--- config.mk ---
export PLATFORM = sky130hd
export DESIGN_NAME = uart_tx
export DESIGN_NICKNAME = d
export VERILOG_FILES = /design/src/rtl/uart_pkg.sv /design/src/rtl/uart_tx_fifo.sv /design/src/rtl/uart_tx.sv
export SDC_FILE = /design/constraint.sdc
export NUM_CORES = 1
export LEC_CHECK = 0
export CORE_UTILIZATION = 25
export CTS_BUF_LIST = sky130_fd_sc_hd__clkbuf_2
export DETAILED_ROUTE_END_ITERATION = 6
export SYNTH_ARGS = -nofsm -noshare
export SYNTH_HDL_FRONTEND = slang
export SYNTH_SLANG_ARGS = --single-unit
--- constraint.sdc ---
create_clock -name sys_clk -period 7.8 [get_ports sys_clk]
set_input_delay 1.17 -clock sys_clk [delete_from_list [all_inputs] [get_ports sys_clk]]
set_output_delay 1.17 -clock sys_clk [all_outputs]
set_load 0.01 [all_outputs]
--- src/rtl/uart_pkg.sv ---
// uart_pkg
// Shared definitions for the UART transmitter and receiver: the FSM state
// encoding, the frame shape, and the per-bit clock count derived from the
// BPS / CLK_FRE parameter pair.
package uart_pkg;

  // Frame shape: 1 start bit, DATA_BITS data bits (LSB first), STOP_BITS stop bits.
  localparam int DATA_BITS = 8;
  localparam int STOP_BITS = 1;

  typedef enum logic [1:0] {
    IDLE  = 2'd0,
    START = 2'd1,
    DATA  = 2'd2,
    STOP  = 2'd3
  } uart_state_t;

  // sys_clk cycles per bit period (integer division, truncating).
  function automatic int calc_bps_cnt(input int clk_fre, input int bps);
    return clk_fre / bps;
  endfunction

endpackage

--- src/rtl/uart_tx_fifo.sv ---
// uart_tx_fifo
// Synchronous single-clock FIFO buffering bytes for the UART transmitter.
// Read data is show-ahead: rd_data shows the oldest entry whenever !empty.
//
// A freshly written entry becomes visible to the reader one cycle after the
// write edge. This gives the transmitter a fixed two-edge accept-to-start
// latency. full and level track the real write pointer, so occupancy and
// back-pressure update on the edge right after a write.
//
// Ports:
//   sys_clk    in   clock, rising edge
//   sys_rst_n  in   asynchronous active-low reset (clears pointers)
//   wr_en      in   write request (ignored while full)
//   wr_data    in   WIDTH-bit data to write
//   rd_en      in   pop request (ignored while empty)
//   rd_data    out  oldest entry, valid while !empty
//   full       out  DEPTH entries stored
//   empty      out  no entry visible to the reader
//   level      out  number of stored entries, 0..DEPTH
module uart_tx_fifo #(
  parameter int DEPTH = 16,
  parameter int WIDTH = 8
) (
  input  logic                     sys_clk,
  input  logic                     sys_rst_n,
  input  logic                     wr_en,
  input  logic [WIDTH-1:0]         wr_data,
  input  logic                     rd_en,
  output logic [WIDTH-1:0]         rd_data,
  output logic                     full,
  output logic                     empty,
  output logic [$clog2(DEPTH):0]   level
);

  localparam int AW = $clog2(DEPTH);

  generate
    if (DEPTH < 2 || (DEPTH & (DEPTH - 1)) != 0) begin : g_bad_depth
      $error("uart_tx_fifo: DEPTH must be a power of two and at least 2");
    end
  endgenerate

  // Pointers carry one extra wrap bit so full and empty are distinguishable.
  logic [AW:0]      wr_ptr_reg;
  logic [AW:0]      rd_ptr_reg;
  logic [AW:0]      wr_vis_reg;   // write pointer as seen by the reader
  logic [WIDTH-1:0] mem [DEPTH];
  logic             do_write;
  logic             do_read;

  assign do_write = wr_en && !full;
  assign do_read  = rd_en && !empty;

  always_ff @(posedge sys_clk) begin
    if (do_write) begin
      mem[wr_ptr_reg[AW-1:0]] <= wr_data;
    end
  end

  always_ff @(posedge sys_clk or negedge sys_rst_n) begin
    if (!sys_rst_n) begin
      wr_ptr_reg <= '0;
      rd_ptr_reg <= '0;
      wr_vis_reg <= '0;
    end else begin
      if (do_write) begin
        wr_ptr_reg <= wr_ptr_reg + 1'b1;
      end
      if (do_read) begin
        rd_ptr_reg <= rd_ptr_reg + 1'b1;
      end
      wr_vis_reg <= wr_ptr_reg;
    end
  end

  assign full    = (wr_ptr_reg[AW] != rd_ptr_reg[AW]) &&
                   (wr_ptr_reg[AW-1:0] == rd_ptr_reg[AW-1:0]);
  assign empty   = (wr_vis_reg == rd_ptr_reg);
  assign level   = wr_ptr_reg - rd_ptr_reg;
  assign rd_data = mem[rd_ptr_reg[AW-1:0]];

endmodule

--- src/rtl/uart_tx.sv ---
// uart_tx
// UART transmitter, 8N1, LSB first, idle-high line. Bytes are accepted over
// a valid/ready handshake into a FIFO. They are sent back-to-back with no
// idle gap while the FIFO holds data.
//
// Ports:
//   sys_clk     in   system clock, rising edge
//   sys_rst_n   in   asynchronous active-low reset
//   tx_data     in   byte to send, sampled on accept (tx_valid && tx_ready)
//   tx_valid    in   tx_data is valid
//   tx_ready    out  FIFO can take a byte (= !full)
//   uart_txd    out  registered serial line
//   tx_busy     out  FIFO non-empty or a frame in progress
//   fifo_level  out  queued bytes, excluding the one being shifted
module uart_tx
  import uart_pkg::*;
#(
  parameter int BPS        = 9_600,
  parameter int CLK_FRE    = 200_000_000,
  parameter int FIFO_DEPTH = 16
) (
  input  logic                          sys_clk,
  input  logic                          sys_rst_n,
  input  logic [7:0]                    tx_data,
  input  logic                          tx_valid,
  output logic                          tx_ready,
  output logic                          uart_txd,
  output logic                          tx_busy,
  output logic [$clog2(FIFO_DEPTH):0]   fifo_level
);

  localparam int BPS_CNT = calc_bps_cnt(CLK_FRE, BPS);
  localparam int BCW     = $clog2(DATA_BITS);
  localparam logic [15:0]    BPS_LAST  = 16'(BPS_CNT - 1);
  localparam logic [BCW-1:0] DATA_LAST = BCW'(DATA_BITS - 1);
  localparam logic [BCW-1:0] STOP_LAST = BCW'(STOP_BITS - 1);

  generate
    if (BPS_CNT < 2 || BPS_CNT > 65535) begin : g_bad_bps
      $error("uart_tx: CLK_FRE/BPS must lie in 2..65535");
    end
  endgenerate

  uart_state_t    state_reg, state_next;
  logic [15:0]    clk_cnt_reg, clk_cnt_next;
  logic [BCW-1:0] bit_cnt_reg, bit_cnt_next;
  logic [7:0]     shift_reg, shift_next;
  logic           txd_reg, txd_next;
  logic           pop;
  logic           bit_last;

  logic           fifo_full;
  logic           fifo_empty;
  logic [7:0]     fifo_rd_data;
  logic           fifo_wr;

  assign tx_ready = !fifo_full;
  assign fifo_wr  = tx_valid && !fifo_full;

  uart_tx_fifo #(
    .DEPTH (FIFO_DEPTH),
    .WIDTH (8)
  ) u_fifo (
    .sys_clk   (sys_clk),
    .sys_rst_n (sys_rst_n),
    .wr_en     (fifo_wr),
    .wr_data   (tx_data),
    .rd_en     (pop),
    .rd_data   (fifo_rd_data),
    .full      (fifo_full),
    .empty     (fifo_empty),
    .level     (fifo_level)
  );

  always_ff @(posedge sys_clk or negedge sys_rst_n) begin
    if (!sys_rst_n) begin
      state_reg   <= IDLE;
      clk_cnt_reg <= '0;
      bit_cnt_reg <= '0;
      shift_reg   <= '0;
      txd_reg     <= 1'b1;
    end else begin
      state_reg   <= state_next;
      clk_cnt_reg <= clk_cnt_next;
      bit_cnt_reg <= bit_cnt_next;
      shift_reg   <= shift_next;
      txd_reg     <= txd_next;
    end
  end

  // Last cycle of the current bit period.
  assign bit_last = (clk_cnt_reg == BPS_LAST);

  always_comb begin
    state_next   = state_reg;
    bit_cnt_next = bit_cnt_reg;
    shift_next   = shift_reg;
    txd_next     = txd_reg;
    pop          = 1'b0;
    // The bit-period counter free-runs and wraps in every non-idle state.
    clk_cnt_next = bit_last ? 16'd0 : clk_cnt_reg + 16'd1;

    case (state_reg)
      IDLE: begin
        clk_cnt_next = 16'd0;
        txd_next     = 1'b1;
        if (!fifo_empty) begin
          pop        = 1'b1;
          shift_next = fifo_rd_data;
          txd_next   = 1'b0;
          state_next = START;
        end
      end

      START: begin
        if (bit_last) begin
          state_next   = DATA;
          txd_next     = shift_reg[0];
          bit_cnt_next = '0;
        end
      end

      DATA: begin
        if (bit_last) begin
          shift_next = shift_reg >> 1;
          if (bit_cnt_reg == DATA_LAST) begin
            state_next   = STOP;
            txd_next     = 1'b1;
            bit_cnt_next = '0;
          end else begin
            bit_cnt_next = bit_cnt_reg + 1'b1;
            // shift_reg[1] becomes the LSB after this shift.
            txd_next     = shift_reg[1];
          end
        end
      end

      STOP: begin
        if (bit_last) begin
          if (bit_cnt_reg == STOP_LAST) begin
            // Chain straight into the next start bit when data is waiting.
            if (!fifo_empty) begin
              pop        = 1'b1;
              shift_next = fifo_rd_data;
              txd_next   = 1'b0;
              state_next = START;
            end else begin
              state_next = IDLE;
            end
          end else begin
            bit_cnt_next = bit_cnt_reg + 1'b1;
          end
        end
      end

      default: begin
        state_next = IDLE;
        txd_next   = 1'b1;
      end
    endcase
  end

  assign uart_txd = txd_reg;
  assign tx_busy  = !fifo_empty || (state_reg != IDLE);

endmodule

==> qor.yml, run 1 <==
route:
  dr.pass1.iters: 5
  drt_iter0_markers: 264
  drc_errors: 0
  via_count: 4139
  routed_wl_mm: 14.87
  antenna_left: 0
  wire_per_inst_um: 16.16
  avgViaCountPerCell: 4.499
logic_synthesis:
  syn-cell-area_um2: 7585
  ys_seq_elements: 173
  syn_nets: 527
  ys.flop_type: "edfxtp_1"
  ys_warn_count: 0
  postSynthAreaPerCell_um2: 15.29
  yosysUniqueCellTypes: 55
  synth_edf_count: 128
  netlist_instances: 496
  synth_seq_area_share_pct: 65.54
  synthArstFlopShare_pct: 26.01
floorplan:
  fp.dieW_um: 176.2
  core_um2: 29720
  rows: 63
  die_h_um: 176.2
  die-area_um2: 31040
  ios: 19
  start_util_pct: 25.52
placement:
  place_congestion: 0.7674
  io_buffer_count: 18
  place_hpwl_mm: 10.23
  place_inst: 887
  placed_area_um2: 8179
sta:
  holdWs_ns: 0.4804
  period_share_pct: 57.03
  slew_violations: 0
  period_minus_slack_ns: 4.448
  clock.fmax_mhz: 224.8
  setup_tns_ns: 0
  setup_viol: 0
  fin_worst_skew_ns: 0.04996
  hold_viol: 0
  tightest_slew_ns: 1.121
  relSlewSlack_pct: 24.62
  rsz0062_at_grt: "false"
setup_path:
  cp.arrival_ns: 3.28
  path_cells: "ha_1, fa_1, inv_1, a21o_1, a21oi_1, xor2_1, clkdlybuf4s50_1"
  critPathCaptureType: "primary output"
  cpPeakStageDelay_ns: 0.91
  critPathTopFamily: "flip-flops"
  critical_path_class: "reg2out"
  worst-path-buf-inv: 2
  crit_path_top_delay_cell: "dfrtp_2"
  path_max_fanout: 28
  cp-start-kind: "flop"
  worstPathRequired_ns: 6.63
  rrSetupSlack_ns: 4.30
pwr:
  p_leak_nw: 2.997
  peakVddDrop_mv: 0.1463
  power_density_nw_per_um2: 349.7
global_route:
  grt_usage_pct: 9.995
  grt_max_degree: 46
  grt_overflow: 0
  grt_pass1_wl_mm: 23.62
  antenna_found_initial: 1
  grt_pass1_vias: 4178
clocking:
  clock_latency_ns: 0.78
  h-tree-depth: 4
  cts_hold_buf: 0
  cts_inserted_buffers: 17
  cts_root_buffer: "clkbuf_2"
  cts-resized-gates: 0
  cts.clk_slew.worst_paths_ns: 0.32
  cts_tree: "built"
  cts_sinks: 173
  post_cts_buffers: 0
  clock_path_buffers: 2
cells_and_area:
  final_cell_mix: "edfxtp_1, dfrtp_1, nor2_1"
  utilization_pct: 28.55
  largest_reg_flops: 128
  nets: 547
  drive_above_1_share_pct: 15.88
  design_area_um2: 8484
  final_cells: 920
  area_growth_pct: 11.86
  layout_commonest_cell: "edfxtp_1"
run_status:
  status: "completed"
worst_hold_path:
  hold_class: "reg2reg"
job:
  cap_viol_max_count: 0
-- worst register-to-register path: stages (launching register included) --
cell and delay, ns:
dfrtp_1 0.62, inv_1 0.33, ha_1 0.42, and2_1 0.19, a41oi_1 0.58, nand3_1 0.25, nor2_1 0.74
-- metal layers --
metal,global-route usage [%],vias to the layer above,wire (µm)
met5,0,-,0
met4,2.572,0,116
met3,2.670,11,569
met2,16.72,71,7384
met1,12.73,2135,6800
li1,-,1922,-
-- logic make-up (layout without fill, tap and decap cells) --
logic type | after synthesis | after routing | share of synthesized area [%]
compound gates | 62 | 62 | 6.269
xor+xnor | 31 | 31 | 3.580
fa+ha+maj | 20 | 20 | 3.398
buf+inv | 47 | 80 | 2.738
flops | 173 | 173 | 65.54
mux | 56 | 56 | 10.74
other cells | 0 | 1 | 0
simple gates | 107 | 107 | 7.737
-- Yosys cell counts (all sizes together) (10+ instances only) --
cell      n  area [µm²]
edfxtp  128        3844
dfrtp    44        1101
nor2     31       116.4
inv      25       93.84
mux2i    24       240.2
ha       19       237.7
mux4     19       427.9
xnor2    19       166.4
nand2    17       66.32
clkbuf   13       48.80
mux2     13       146.4
o21ai    13       65.06
xor2     12       105.1
a221oi   10       105.1
-- power by group --
group | total (mW) | internal (mW) | switching [mW]
clock | 0.517 | 0.128 | 0.389
combinational | 1.16 | 0.558 | 0.599
sequential | 1.29 | 1.15 | 0.146
-- area by class of cell --
cell class / instances / area (µm²)
Multi-Input combinational cell: 276 / 2412
Antenna cell: 1 / 2.502
Sequential cell: 173 / 4972
Clock buffer: 17 / 85.08
Timing Repair Buffer: 23 / 212.7
Clock inverter: 15 / 217.7
Fill cell: 2995 / 21230
Inverter: 25 / 93.84
Tap cell: 390 / 488.0
-- metrics by stage --
step | setup slack, ns | power, mW
4_1_cts | 3.214 | 3.011
3_3_place_gp | 4.157 | 2.483
3_5_place_dp | 4.152 | 2.490
5_1_grt | 3.054 | 3.173
2_1_floorplan | 4.872 | 2.139
6_report | 3.352 | 2.967
-- path summary, 6_finish.rpt --
kind / startpoint / end / cells past startpoint
hold reg to reg: u_fifo.wr_ptr_reg[4] / u_fifo.wr_vis_reg[4] / 0
min in group asynchronous: sys_rst_n / bit_cnt_reg[1] / 1
hold / removal: u_fifo.wr_ptr_reg[4] / u_fifo.wr_vis_reg[4] / 0
setup reg to reg: u_fifo.rd_ptr_reg[3] / u_fifo.mem[15][3] / 6
max in group asynchronous: sys_rst_n / u_fifo.rd_ptr_reg[0] / 1
setup / recovery: u_fifo.rd_ptr_reg[0] / fifo_level[4] / 7
(Power assumes the default switching activity.)
==> run 2: changes to the inputs <==
==> constraint.sdc (replaced) <==
create_clock -name sys_clk -period 4.05 [get_ports sys_clk]
set_input_delay 0.6075 -clock sys_clk [delete_from_list [all_inputs] [get_ports sys_clk]]
set_output_delay 0.6075 -clock sys_clk [all_outputs]
set_load 0.01 [all_outputs]
==> qor.yml, run 2 (synthesized netlist as in run 1, its figures left out) <==
global_route:
  antenna_found_initial: 0
  grt_max_degree: 46
  grt_usage_pct: 10.77
  grt_overflow: 0
  grt_pass1_vias: 4238
  grt_pass1_wl_mm: 24.70
sta:
  clock.fmax_mhz: 281.5
  setup_viol: 0
  period_share_pct: 87.71
  tightest_slew_ns: 0.7617
  fin_worst_skew_ns: 0.04031
  setup_tns_ns: 0
  period_minus_slack_ns: 3.552
  slew_violations: 0
  rsz0062_at_grt: "false"
  relSlewSlack_pct: 49.22
  hold_viol: 0
cells_and_area:
  layout_commonest_cell: "edfxtp_1"
  area_growth_pct: 12.55
  diodes: 0
  nets: 559
  design_area_um2: 8537
  drive_above_1_share_pct: 17.38
  final_cell_mix: "edfxtp_1, dfrtp_1, nor2_1"
  largest_reg_flops: 128
placement:
  io_buffer_count: 18
  placed_area_um2: 8262
  place_congestion: 0.7786
  place_hpwl_mm: 10.61
setup_path:
  critPathCaptureType: "primary output"
  critical_path_class: "reg2out"
  cp-start-kind: "flop"
  path_max_fanout: 23
  worstPathRequired_ns: 3.44
  cp.arrival_ns: 2.94
clocking:
  h-tree-depth: 4
  clock_path_buffers: 2
  cts_root_buffer: "clkbuf_2"
  cts_sinks: 173
  cts_inserted_buffers: 17
  cts.clk_slew.worst_paths_ns: 0.29
  clock_latency_ns: 0.75
  cts_tree: "built"
route:
  antenna_left: 0
  wire_per_inst_um: 17.19
  drt_iter0_markers: 314
  routed_wl_mm: 16.00
  avgViaCountPerCell: 4.462
  dr.pass1.iters: 5
  drc_errors: 0
  via_count: 4154
floorplan:
  die_h_um: 176.2
  rows: 63
  core_um2: 29720
  ios: 19
  fp.dieW_um: 176.2
  start_util_pct: 25.52
  die-area_um2: 31040
pwr:
  p_leak_nw: 3.042
  peakVddDrop_mv: 0.2403
  power_density_nw_per_um2: 671.4
run_status:
  status: "completed"
job:
  cap_viol_max_count: 0
worst_hold_path:
  hold_class: "in2async"
run 2: cell types whose count changed in the layout (fill, tap and decap cells not counted):
cell and delta:
buf_4 +11, inv_12 -5, clkinv_4 +3, clkinv_8 -3, inv_8 +3, bufinv_16 +1, clkinv_1 +1, clkinvlp_4 +1
diode_2 -1, dlygate4sd3_1 +1, inv_6 -1
run 2: cell type report:
type                            count  area [µm²]
Clock buffer                       17       85.08
Sequential cell                   173        4972
Clock inverter                     15       180.2
Inverter                           25       93.84
Fill cell                        2957       21180
Multi-Input combinational cell    276        2412
Timing Repair Buffer               35       305.3
Tap cell                          390       488.0
run 2: per-stage QoR:
stage	hold WS, ns	cells	worst slack (ns)	total power, mW	util, %
CTS	0.3654	931	0.3973	5.805	28.73
detailed placement	0.4328	898	1.227	4.859	27.80
floorplan	0.3119	496	1.124	4.119	-
global route	0.3848	931	0.2344	6.106	28.73
finish	0.4081	931	0.4979	5.732	28.73
global placement	0.4230	898	1.247	4.834	27.80
run 2: what timing repair did:
action | CTS | global route
setup buffers | 0 | 0
hold buffers | 1 | 0
endpoints found under the hold margin | 44 | 0
gates resized for setup | 0 | 0
run 2: worst paths after layout:
| kind | slack (ns) | cells past startpoint | start | end |
|---|---|---|---|---|
| worst max register to register | 1.21 | 7 | u_fifo.rd_ptr_reg[0] | shift_reg[4] |
| min in group sys_clk | 0.48 | 0 | u_fifo.wr_ptr_reg[4] | u_fifo.wr_vis_reg[4] |
| worst max-delay path | 0.50 | 6 | u_fifo.rd_ptr_reg[0] | tx_busy |
| worst min register to register | 0.48 | 0 | u_fifo.wr_ptr_reg[4] | u_fifo.wr_vis_reg[4] |
| worst min-delay path | 0.41 | 3 | sys_rst_n | clk_cnt_reg[9] |
| max in group asynchronous | 3.18 | 3 | sys_rst_n | u_fifo.rd_ptr_reg[4] |
run 2: per-layer routing:
layer | wire length [µm] | track usage (%) | up-vias
met1 | 7393 | 14.49 | 2117
met2 | 7705 | 17.22 | 82
met5 | 0 | 0 | -
li1 | - | - | 1943
met4 | 150 | 2.826 | 0
met3 | 752 | 2.692 | 12
run 2: power by group:
group | switching (mW) | leakage (nW) | internal, mW
Sequential | 0.201 | 1.72 | 2.21
Combinational | 1.27 | 1.17 | 1.11
Clock | 0.681 | 0.150 | 0.260
Total | 2.15 | 3.04 | 3.58
run 2: worst max-delay path, stage by stage, from the launching register on:
cell and delay (ns):
dfrtp_2 0.43, buf_4 0.34, xnor2_1 0.20, nand2_1 0.12
nor2_1 0.47, nand2_1 0.13, clkdlybuf4s50_1 0.50
==> run 3: changes to the inputs <==
--- a/config.mk
+++ b/config.mk
@@ -8,6 +8,7 @@
 export CORE_UTILIZATION = 25
 export CTS_BUF_LIST = sky130_fd_sc_hd__clkbuf_2
 export DETAILED_ROUTE_END_ITERATION = 6
+export REMOVE_ABC_BUFFERS = 1
 export SYNTH_ARGS = -nofsm -noshare
 export SYNTH_HDL_FRONTEND = slang
 export SYNTH_SLANG_ARGS = --single-unit
==> qor.yml, run 3 (synthesized netlist as in run 1, its figures left out) <==
route:
  drt_iter0_markers: 259
  via_count: 4087
  avgViaCountPerCell: 4.390
  dr.pass1.iters: 6
  drc_errors: 0
  routed_wl_mm: 14.64
  antenna_left: 0
  wire_per_inst_um: 15.73
cells_and_area:
  utilization_pct: 28.69
  drive_above_1_share_pct: 17.07
  layout_commonest_cell: "edfxtp_1"
  design_area_um2: 8527
  area_growth_pct: 12.42
  final_cell_mix: "edfxtp_1, dfrtp_1, nor2_1"
  final_cells: 931
  nets: 557
  nFillCells: 2969
  largest_reg_flops: 128
floorplan:
  rows: 63
  start_util_pct: 25.52
  ios: 19
  fp.dieW_um: 176.2
  die-area_um2: 31040
  core_um2: 29720
  die_h_um: 176.2
clocking:
  cts-resized-gates: 0
  cts_inserted_buffers: 17
  h-tree-depth: 4
  clock_path_buffers: 2
  cts_root_buffer: "clkbuf_2"
  cts.clk_slew.worst_paths_ns: 0.31
  clock_latency_ns: 0.76
  cts_sinks: 173
  cts_tree: "built"
global_route:
  grt_max_degree: 32
  grt-busiest-layer: "met2"
  grt_pass1_vias: 4088
  grt_pass1_wl_mm: 23.76
  grt_overflow: 0
  grt.met2_usage_pct: 15.98
  use_met1_pct: 13.88
  met3_usage_pct: 2.067
  grt_usage_pct: 10.02
  antenna_found_initial: 1
setup_path:
  critPathCaptureType: "primary output"
  r2r-end: "shift_reg[5]"
  cp.arrival_ns: 3.11
  cp-start-kind: "flop"
  worstPathRequired_ns: 3.44
  reg2reg_from: "u_fifo.rd_ptr_reg[0]"
  critical_path_class: "reg2out"
  rrSetupSlack_ns: 1.11
  reg2reg_depth: 6
  crit_path_top_delay_cell: "dfrtp_2"
  path_max_fanout: 19
  path_cells: "ha_1, fa_1, inv_1, a21o_1, a21oi_1, xor2_1, clkdlybuf4s50_1"
  cpPeakStageDelay_ns: 0.80
worst_hold_path:
  hold_class: "in2async"
placement:
  placed_area_um2: 8240
  io_buffer_count: 18
  place_hpwl_mm: 10.12
  post-place-ws_ns: 1.124
  place_congestion: 0.7351
  place_inst: 896
sta:
  hold_viol: 0
  setup_viol: 0
  slew_violations: 0
  holdWs_ns: 0.4033
  clock.fmax_mhz: 269.0
  setup_tns_ns: 0
  finalWorstSetupSlack_ns: 0.3320
  tightest_slew_ns: 0.7460
  period_minus_slack_ns: 3.718
  relSlewSlack_pct: 50.27
  rsz0062_at_grt: "false"
  period_share_pct: 91.80
  fin_worst_skew_ns: 0.05605
run_status:
  status: "completed"
pwr:
  totalPowerFinal_mw: 5.671
  power_density_nw_per_um2: 665.0
  p_leak_nw: 3.037
  peakVddDrop_mv: 0.2564
job:
  cap_viol_max_count: 0
==> run 3: cell types whose count changed in the layout (fill, tap and decap cells not counted), sizes merged <==
cell / previous run / this run
bufinv: 1 / 0
buf: 17 / 15
clkinvlp: 2 / 1
diode: 0 / 2
inv: 30 / 32
==> run 3: critical path, delay by kind of cell, from the launching register on <==
family          cells  cell delay, ns
buf+inv             2            0.60
flops               1            0.80
compound gates      2            0.32
fa+ha+maj           2            0.49
xor+xnor            1            0.16
==> run 3: repair_timing <==
item,in CTS,in global routing
setup buffers,0,0
endpoints found under the hold margin,29,0
hold buffers,1,0
==> run 3: worst max path at each step <==
stage,startpoint,end,cells after the start
3_3_place_gp,u_fifo.rd_ptr_reg[0],fifo_level[4],7
2_1_floorplan,u_fifo.rd_ptr_reg[0],u_fifo.mem[0][0],4
6_report,u_fifo.rd_ptr_reg[0],fifo_level[4],7
5_1_grt,u_fifo.rd_ptr_reg[0],fifo_level[4],7
4_1_cts,u_fifo.rd_ptr_reg[0],fifo_level[4],7
3_5_place_dp,u_fifo.rd_ptr_reg[0],fifo_level[4],7
==> run 3: cell type report <==
type | count | area [µm²] | area share (%)
sequential | 173 | 4972 | 58.31
tap | 390 | 488.0 | 5.723
clock inverter | 15 | 186.4 | 2.186
inverter | 25 | 93.84 | 1.101
clock buffer | 17 | 85.08 | 0.9978
multi-input combinational | 276 | 2406 | 28.22
antenna | 2 | 5.005 | 0.05869
timing repair buffer | 33 | 290.3 | 3.404
==> run 3: report_power, final <==
part	internal, mW	switching (mW)	total [mW]
logic	1.10	1.19	2.28
registers	2.21	0.246	2.46
clock network	0.219	0.712	0.931
total	3.53	2.14	5.67
==> run 3: routing by layer <==
layer  wire, µm  vias to the layer above
met5          0                        -
met4        123                        0
met3        474                       11
met2       6918                       61
met1       7126                     2067
li1           -                     1948
